--- config.mk ---
export PLATFORM = sky130hd
export DESIGN_NAME = teller_dispatcher
export DESIGN_NICKNAME = d
export VERILOG_FILES = /design/src/rtl/teller_dispatcher.sv
export SDC_FILE = /design/constraint.sdc
export NUM_CORES = 1
export LEC_CHECK = 0
export BUFFER_PORTS_ARGS = -buffer_cell sky130_fd_sc_hd__buf_2
export CORE_MARGIN = 2
export CORE_UTILIZATION = 54
export CTS_CLUSTER_SIZE = 25
export DETAILED_ROUTE_END_ITERATION = 7
export PLACE_DENSITY = 0.82
export REMOVE_ABC_BUFFERS = 1
export SYNTH_ARGS = -nofsm -noshare
export SYNTH_HDL_FRONTEND = slang
export SYNTH_SLANG_ARGS = --single-unit
--- constraint.sdc ---
create_clock -name clk -period 5.6 [get_ports clk]
set_input_delay 0.56 -clock clk [delete_from_list [all_inputs] [get_ports clk]]
set_output_delay 0.56 -clock clk [all_outputs]
set_load 0.05 [all_outputs]
--- src/rtl/teller_dispatcher.sv ---
// teller_dispatcher: round-robin scheduler that hands the head-of-queue
// customer to one of up to three tellers, pulses downSignal once per
// dispatch and counts customers served.
// Optional feature macro: ACK_TIMEOUT_EN (per-teller ready-drop timeout that
// force-clears a stuck busy bit and raises the sticky ackError flag).
module teller_dispatcher #(
   parameter int NT          = 3,
   parameter int ACK_TIMEOUT = 15
) (
   input  logic          clk,
   input  logic          reset,
   input  logic [NT-1:0] tellerReady,
   input  logic [1:0]    Tcount,
   input  logic          emptyFlag,
   output logic          downSignal,
   output logic [NT-1:0] grant,
   output logic [NT-1:0] busy,
   output logic [7:0]    servedCount,
   output logic          cfgError,
   output logic          ackError
);

   typedef enum logic [1:0] {IDLE, GRANT, SETTLE} state_t;

   state_t        state;
   state_t        state_next;
   logic [NT-1:0] mask;
   logic [NT-1:0] eligible;
   logic [NT-1:0] busy_next;
   logic [1:0]    rr_ptr;
   logic [1:0]    winner;
   logic [1:0]    pick;
   logic [1:0]    idx;
   logic          pick_valid;

   // Thermometer enable mask from the number of active tellers.
   always_comb begin
      mask = '0;
      case (Tcount)
         2'd1:    mask = 3'b001;
         2'd2:    mask = 3'b011;
         2'd3:    mask = 3'b111;
         default: mask = 3'b000;
      endcase
   end

   assign cfgError = (Tcount == 2'd0);
   assign eligible = tellerReady & ~busy & mask;

   // Round-robin pick: first eligible teller at or after rr_ptr, wrapping.
   always_comb begin
      pick_valid = 1'b0;
      pick       = '0;
      idx        = '0;
      for (int k = 0; k < NT; k++) begin
         idx = 2'((int'(rr_ptr) + k) % NT);
         if (!pick_valid && eligible[idx]) begin
            pick_valid = 1'b1;
            pick       = idx;
         end
      end
   end

   // FSM state register.
   always_ff @(posedge clk or negedge reset) begin
      if (!reset) state <= IDLE;
      else        state <= state_next;
   end

   // FSM next state and the one-cycle dispatch outputs.
   always_comb begin
      state_next = state;
      grant      = '0;
      downSignal = 1'b0;
      case (state)
         IDLE: begin
            // The dispatch decision is only ever taken here; emptyFlag
            // changing later does not abort a dispatch in flight.
            if (pick_valid && !emptyFlag) state_next = GRANT;
         end
         GRANT: begin
            grant      = {{(NT-1){1'b0}}, 1'b1} << winner;
            downSignal = 1'b1;
            state_next = SETTLE;
         end
         SETTLE: begin
            // Dead cycle so the queue counter and emptyFlag can settle.
            state_next = IDLE;
         end
         default: state_next = IDLE;
      endcase
   end

   // Latch the winner at the decision; advance pointer and count on dispatch.
   always_ff @(posedge clk or negedge reset) begin
      if (!reset) begin
         winner      <= '0;
         rr_ptr      <= '0;
         servedCount <= '0;
      end else begin
         if (state == IDLE && state_next == GRANT) winner <= pick;
         if (state == GRANT) begin
            servedCount <= servedCount + 8'd1;
            rr_ptr      <= (winner == 2'(NT-1)) ? 2'd0 : winner + 2'd1;
         end
      end
   end

`ifdef ACK_TIMEOUT_EN
   logic [3:0]    timer [NT];
   logic [NT-1:0] timeout;

   // A teller is stuck if it keeps ready high for ACK_TIMEOUT busy cycles.
   always_comb begin
      timeout = '0;
      for (int i = 0; i < NT; i++)
         timeout[i] = busy[i] && tellerReady[i] && (timer[i] == 4'(ACK_TIMEOUT-1));
   end

   // Per-teller busy-age timers and the sticky timeout flag.
   always_ff @(posedge clk or negedge reset) begin
      if (!reset) begin
         for (int i = 0; i < NT; i++) timer[i] <= '0;
         ackError <= 1'b0;
      end else begin
         for (int i = 0; i < NT; i++) begin
            if (grant[i] || !busy[i] || timeout[i]) timer[i] <= '0;
            else                                     timer[i] <= timer[i] + 4'd1;
         end
         if (|timeout) ackError <= 1'b1;
      end
   end

   assign busy_next = grant | (busy & tellerReady & ~timeout);
`else
   logic unused_ack_timeout;
   assign unused_ack_timeout = (ACK_TIMEOUT != 0);
   assign ackError           = 1'b0;
   assign busy_next          = grant | (busy & tellerReady);
`endif

   // Busy set on grant; cleared once the teller's ready line is seen low.
   always_ff @(posedge clk or negedge reset) begin
      if (!reset) busy <= '0;
      else        busy <= busy_next;
   end

endmodule

==> results of run 1 <==
worst paths after layout:
kind,from,to,cells past startpoint
setup / recovery,state[1]$_DFF_PN0_,grant[1],3
hold / removal,reset,winner[0]$_DFFE_PN0P_,1
setup reg to reg,rr_ptr[0]$_DFFE_PN0P_,winner[0]$_DFFE_PN0P_,6
hold reg to reg,servedCount[7]$_DFFE_PN0P_,servedCount[7]$_DFFE_PN0P_,1
max in group asynchronous,reset,busy[0]$_DFF_PN0_,1
min in group clk,servedCount[7]$_DFFE_PN0P_,servedCount[7]$_DFFE_PN0P_,1
area by class of cell:
class	count	area share (%)
clock buffer	3	2.14
timing repair buffer	23	11.0
tap	16	1.90
sequential	17	40.5
clock inverter	1	0.476
inverter	4	1.43
multi-input combinational	61	42.6
Yosys cell counts, drive strengths merged (2+ instances only):
master | instances | area [um^2]
dfrtp | 17 | 425
a21o | 6 | 45.0
nand2 | 6 | 22.5
nor3b | 6 | 50.1
xnor2 | 6 | 52.6
ha | 4 | 50.1
inv | 4 | 15.0
nor2 | 4 | 17.5
nor3 | 4 | 20.0
nand4 | 3 | 18.8
nor4 | 3 | 40.0
a21oi | 2 | 10.0
buf | 2 | 12.5
nand2b | 2 | 12.5
o32a | 2 | 20.0
state kept, by name, indices dropped and copies added, names as in the netlist:
register	flops
busy	3
winner	2
rr_ptr	2
servedCount	8
state	2
stage by stage:
step	instance area (um^2)	util (%)	instances	power, W
final	1050	68.2	125	0.000598
after global routing	1050	68.2	125	0.000640
after CTS	1050	68.2	125	0.000601
after detailed placement	1020	66.4	121	0.000533
after global placement	1020	66.4	121	0.000526
after floorplan	888	-	82	0.000466
layer usage:
layer  wire [um]  vias up  global-route usage (%)
li1            -      351                       -
met1         743      343                    26.4
met2         777       47                    30.0
met3         172        0                    4.80
met4           0        0                    5.29
met5           0        -                       0
power by group:
part | switching, W | total (W) | internal [W]
combinational | 0.000220 | 0.000329 | 0.000109
clock | 0.0000379 | 0.0000643 | 0.0000265
sequential | 0.0000379 | 0.000204 | 0.000166
kinds of logic (layout without fill, tap and decap cells):
| logic type | after synthesis | after routing |
|---|---|---|
| AOI/OAI and AO/OA | 15 | 15 |
| DFF | 17 | 17 |
| and+or+nand+nor | 34 | 34 |
| other | 1 | 1 |
| adders and majority gates | 4 | 4 |
| buffers and inverters | 7 | 31 |
| xor gates and xnor gates | 7 | 7 |
critical path, cell delays in order, from the launching register on:
cell and delay (ns):
dfrtp_1 0.39, nand2b_1 0.28, nor3b_1 0.46, buf_2 0.35
==> reports/results.tsv, run 1 <==
stage	metric	value	unit
clock_network	Setup Fix Bufs, Post-CTS	0	
logic_synthesis	main combinational cell family by area after synthesis	simple AND/OR/NAND/NOR gates	
grt	first-pass GRT wire length	2790	um
routing	ANT nets after route	0	
grt	total grt overflow	0	
logic_synthesis	Distinct cells, synth	34	
layout	Sequential Area	425	um^2
placed_design	post-place setup slack	3.63	ns
logic_synthesis	#FFs+latches synth	17	
job	Max Cap Viol	0	
sta	fmax	0.432	GHz
critical_path	CP required	5.04	ns
sta	Final Skew	0.00588	ns
routing	vias	741	
floorplan	std cell rows	14	
sta	Fin Setup TNS	0	ns
routing	WL/cell	13.5	um
logic_synthesis	XOR/XNOR Fraction of Synth Area	6.77	%
clock_network	CTS tree	built	
placed_design	Final Wtd Congestion	0.833	
routing	DRT Pass-1 Iters	5	
routing	drt via density	5.93	
clock_network	number of hold buffers added after cts	0	
critical_path	reg2reg setup slack	3.66	ns
layout	most frequent cells in the layout	buf_2, dfrtp_1, a21o_1, nand2_1, xnor2_1	
logic_synthesis	Post-synth EDFFs	0	
clock_network	clk sinks	17	
critical_path	Critical Path AT	1.76	ns
floorplan	I/O Pins	25	
logic_synthesis	sequential cell area fraction in the yosys report	47.0	%
status	status	complete, no violations	
placed_design	detailed placement HPWL	1280	um
layout	Nets	122	
sta	# setup viols final	0	
layout	multi-input logic area	448	um^2
clock_network	clock-pin transition on the worst setup and hold timing paths	0.10	ns
logic_synthesis	Synth Instances	85	
sta	fin crit period	2.32	ns
grt	initial antenna violation count	0	
power_and_ir_drop	Pwr Density	569	nW/um^2
layout	layout cells sized above 1	29.4	%
critical_path	critical path class	flip-flop to output port	
grt	GRT Util Overall	19.1	%
logic_synthesis	Synth Area in Adders	5.52	%
critical_path	Critical Path Sink Type	output port	
floorplan	die height	45.0	um
clock_network	clock root cell	clkbuf_4	
grt	pin count of the biggest net entering global routing	18	
hold_path	Hold Path Class	input port to asynchronous set/reset pin	
power_and_ir_drop	Leak	0.548	nW
sta	final hold slack	0.177	ns
floorplan	Die Wd	45.0	um
sta	fin. max-slew vios	0	
sta	RSZ-0062 raised after global routing	no	
layout	commonest non-fill, non-tap cell in the layout	buf_2	
logic_synthesis	syn_area_per_cell	10.7	um^2
floorplan	CORE AREA	1540	um^2
logic_synthesis	post-synthesis mux area share	0	%
critical_path	critical path fanouts, max	8	
placed_design	I/O Buffers	23	
logic_synthesis	complex-gate fraction of the synthesized area	12.3	%
logic_synthesis	Synth Cell Area	906	um^2
routing	# DRC	0	
clock_network	Bufs on Longest Clock Path	2	
logic_synthesis	simple-gate share of the synthesized area	24.4	%
clock_network	H-tree Lvls	1	
clock_network	Worst-Skew Late Latency	0.28	ns
logic_synthesis	Syn. warnings	0	
sta	final hold violations	0	
floorplan	Die ar.	2020	um^2
clock_network	cts bufs inserted	3	
layout	n_diodes	0	
sta	Tcrit/Tclk final	41.3	%
grt	vias in the first global route	659	
floorplan	Starting Density	58.8	%
logic_synthesis	FFs w/ async S/R, synth	100	%
clock_network	post-CTS sizing	0	
routing	Iteration-0 DRC Markers	33	
power_and_ir_drop	Peak supply drop	0.370	mV
routing	WL final	1690	um
layout	# fillers	127	
critical_path	Worst setup SP type	flip-flop	
logic_synthesis	Main synth FF type	dfrtp_1	
layout	area growth from synthesis to layout	16.0	%
sta	final worst slack	3.28	ns
No activity file was read; power rests on OpenSTA's default activity.
==> inputs of run 2 (changes only) <==
Settings changed: CORE_UTILIZATION 54 to 50, PLACE_DENSITY 0.82 to 0.77.
Clock period 5.6 ns to 2.33 ns, I/O delays scaled along.
==> reports/results.tsv, run 2 (synthesis gave the netlist of run 1 again) <==
stage	metric	value	unit
critical_path	critical path, cell by cell	inv_1 > ha_1 > nor4_4 > nor3_1 > o211a_1 > o32a_1	
critical_path	Buffers & Inverters on Critical Path	1	
sta	# setup viols final	0	
layout	most frequent cells in the layout	buf_2, dfrtp_1, a21o_1, nand2_1, xnor2_1	
critical_path	Crit Reg-Reg Startpoint	rr_ptr[0]$_DFFE_PN0P_	
critical_path	Critical Path Sink Type	flip-flop	
critical_path	reg2reg setup slack	0.34	ns
power_and_ir_drop	Leak	0.549	nW
critical_path	max incr delay on CP	0.43	ns
power_and_ir_drop	Pwr Density	1340	nW/um^2
clock_network	number of hold buffers added after cts	1	
clock_network	Setup Fix Bufs, Post-CTS	0	
clock_network	post-CTS sizing	0	
routing	WL/cell	12.6	um
power_and_ir_drop	Pwr Total	0.00144	W
layout	commonest non-fill, non-tap cell in the layout	buf_2	
power_and_ir_drop	sw frac	49.3	%
grt	vias in the first global route	687	
routing	WL final	1700	um
routing	Iteration-0 DRC Markers	12	
critical_path	critical path class	flip-flop to flip-flop	
job	Max Cap Viol	0	
hold_path	WHS Endpoint	busy[0]$_DFF_PN0_	
power_and_ir_drop	clock power share	10.8	%
clock_network	Worst-Skew Late Latency	0.28	ns
clock_network	cts bufs inserted	3	
sta	Tcrit/Tclk final	85.6	%
grt	initial antenna violation count	0	
sta	Final Skew	0.00224	ns
sta	fin. max-slew vios	0	
sta	final hold violations	0	
routing	# DRC	0	
layout	max reg flops	8	
layout	area growth from synthesis to layout	18.2	%
placed_design	I/O Buffers	23	
power_and_ir_drop	internal power	0.000729	W
floorplan	Die ar.	2170	um^2
clock_network	clock-pin transition on the worst setup and hold timing paths	0.10	ns
grt	total grt overflow	0	
critical_path	Critical Path AT	2.17	ns
floorplan	die height	46.6	um
placed_design	detailed placement HPWL	1300	um
routing	ANT nets after route	0	
sta	Fin Setup TNS	0	ns
sta	RSZ-0062 raised after global routing	no	
power_and_ir_drop	Peak supply drop	0.850	mV
power_and_ir_drop	Seq pwr share	34.1	%
layout	Largest Register	servedCount	
layout	Regs by FF count	servedCount (8), busy (3)	
critical_path	Worst setup SP type	flip-flop	
grt	pin count of the biggest net entering global routing	18	
critical_path	Worst R2R Path Depth	6	
floorplan	std cell rows	15	
floorplan	Starting Density	53.0	%
floorplan	I/O Pins	25	
grt	first-pass GRT wire length	2810	um
hold_path	min-delay src	tellerReady[0]	
power_and_ir_drop	Net Switching	0.000709	W
power_and_ir_drop	share of power burned in combinational logic	55.1	%
hold_path	WHS Path Cells	2	
critical_path	CP required	2.51	ns
clock_network	Bufs on Longest Clock Path	2	
routing	drt via density	5.28	
critical_path	CP max-delay cell	ha_1	
floorplan	CORE AREA	1710	um^2
clock_network	CTS tree	built	
layout	layout cells sized above 1	28.2	%
routing	vias	713	
clock_network	H-tree Lvls	1	
critical_path	critical path fanouts, max	9	
routing	DRT Pass-1 Iters	2	
sta	fin crit period	1.99	ns
clock_network	clk sinks	17	
clock_network	clock root cell	clkbuf_4	
hold_path	Hold Path Class	input port to flip-flop	
critical_path	critical path depth in cells	6	
layout	Nets	123	
status	status	complete, no violations	
floorplan	Die Wd	46.6	um
critical_path	RR Endpoint	winner[0]$_DFFE_PN0P_	
layout	n_diodes	0	
grt	GRT Util Overall	18.9	%
critical_path	Crit path max-delay family	compound AO/OA/AOI/OAI gates	
placed_design	Final Wtd Congestion	0.819	
sta	fmax	0.501	GHz
[run 2: how the worst max path moves through the flow]
stage                           from                     to
2_1_floorplan     state[1]$_DFF_PN0_               grant[1]
3_3_place_gp   rr_ptr[0]$_DFFE_PN0P_  winner[0]$_DFFE_PN0P_
3_5_place_dp   rr_ptr[0]$_DFFE_PN0P_  winner[0]$_DFFE_PN0P_
4_1_cts        rr_ptr[0]$_DFFE_PN0P_  winner[0]$_DFFE_PN0P_
5_1_grt        rr_ptr[0]$_DFFE_PN0P_  winner[0]$_DFFE_PN0P_
6_report       rr_ptr[0]$_DFFE_PN0P_  winner[0]$_DFFE_PN0P_
[run 2: power by group through the flow]
stage               registers (W)  clock network, W  logic, W
CTS                      0.000491          0.000162  0.000794
finish                   0.000491          0.000155  0.000793
global placement         0.000489                 0  0.000775
floorplan                0.000691                 0  0.000428
detailed placement       0.000497                 0  0.000788
global route             0.000507          0.000180  0.000858
[run 2: layout make-up]
type                    count  area (um^2)
flip-flops and latches     17          425
multi-input cells          61          448
inverters                   4         15.0
fillers                   148          637
well taps                  25         31.3
repair buffers             24          125
clock buffers               4         26.3
[run 2: routing by layer]
metal / share of wire (%) / track usage, % / up-vias
met5: 0 / 0 / -
met1: 47 / 23.8 / 340
met2: 48 / 30.3 / 19
li1: - / - / 352
met3: 4.4 / 4.71 / 2
met4: 0.71 / 8.57 / 0
[run 2: per-stage QoR]
step                      hold WS (ns)  setup WS [ns]  instance area (um^2)  util (%)  instances
final                            0.156          0.336                  1070      62.7        135
after global routing             0.144          0.219                  1070      62.7        135
after global placement           0.168          0.458                  1030      60.6        130
after detailed placement         0.169          0.366                  1030      60.6        130
after CTS                        0.147          0.348                  1070      62.7        135
after floorplan                -0.0626          0.199                   888         -         82
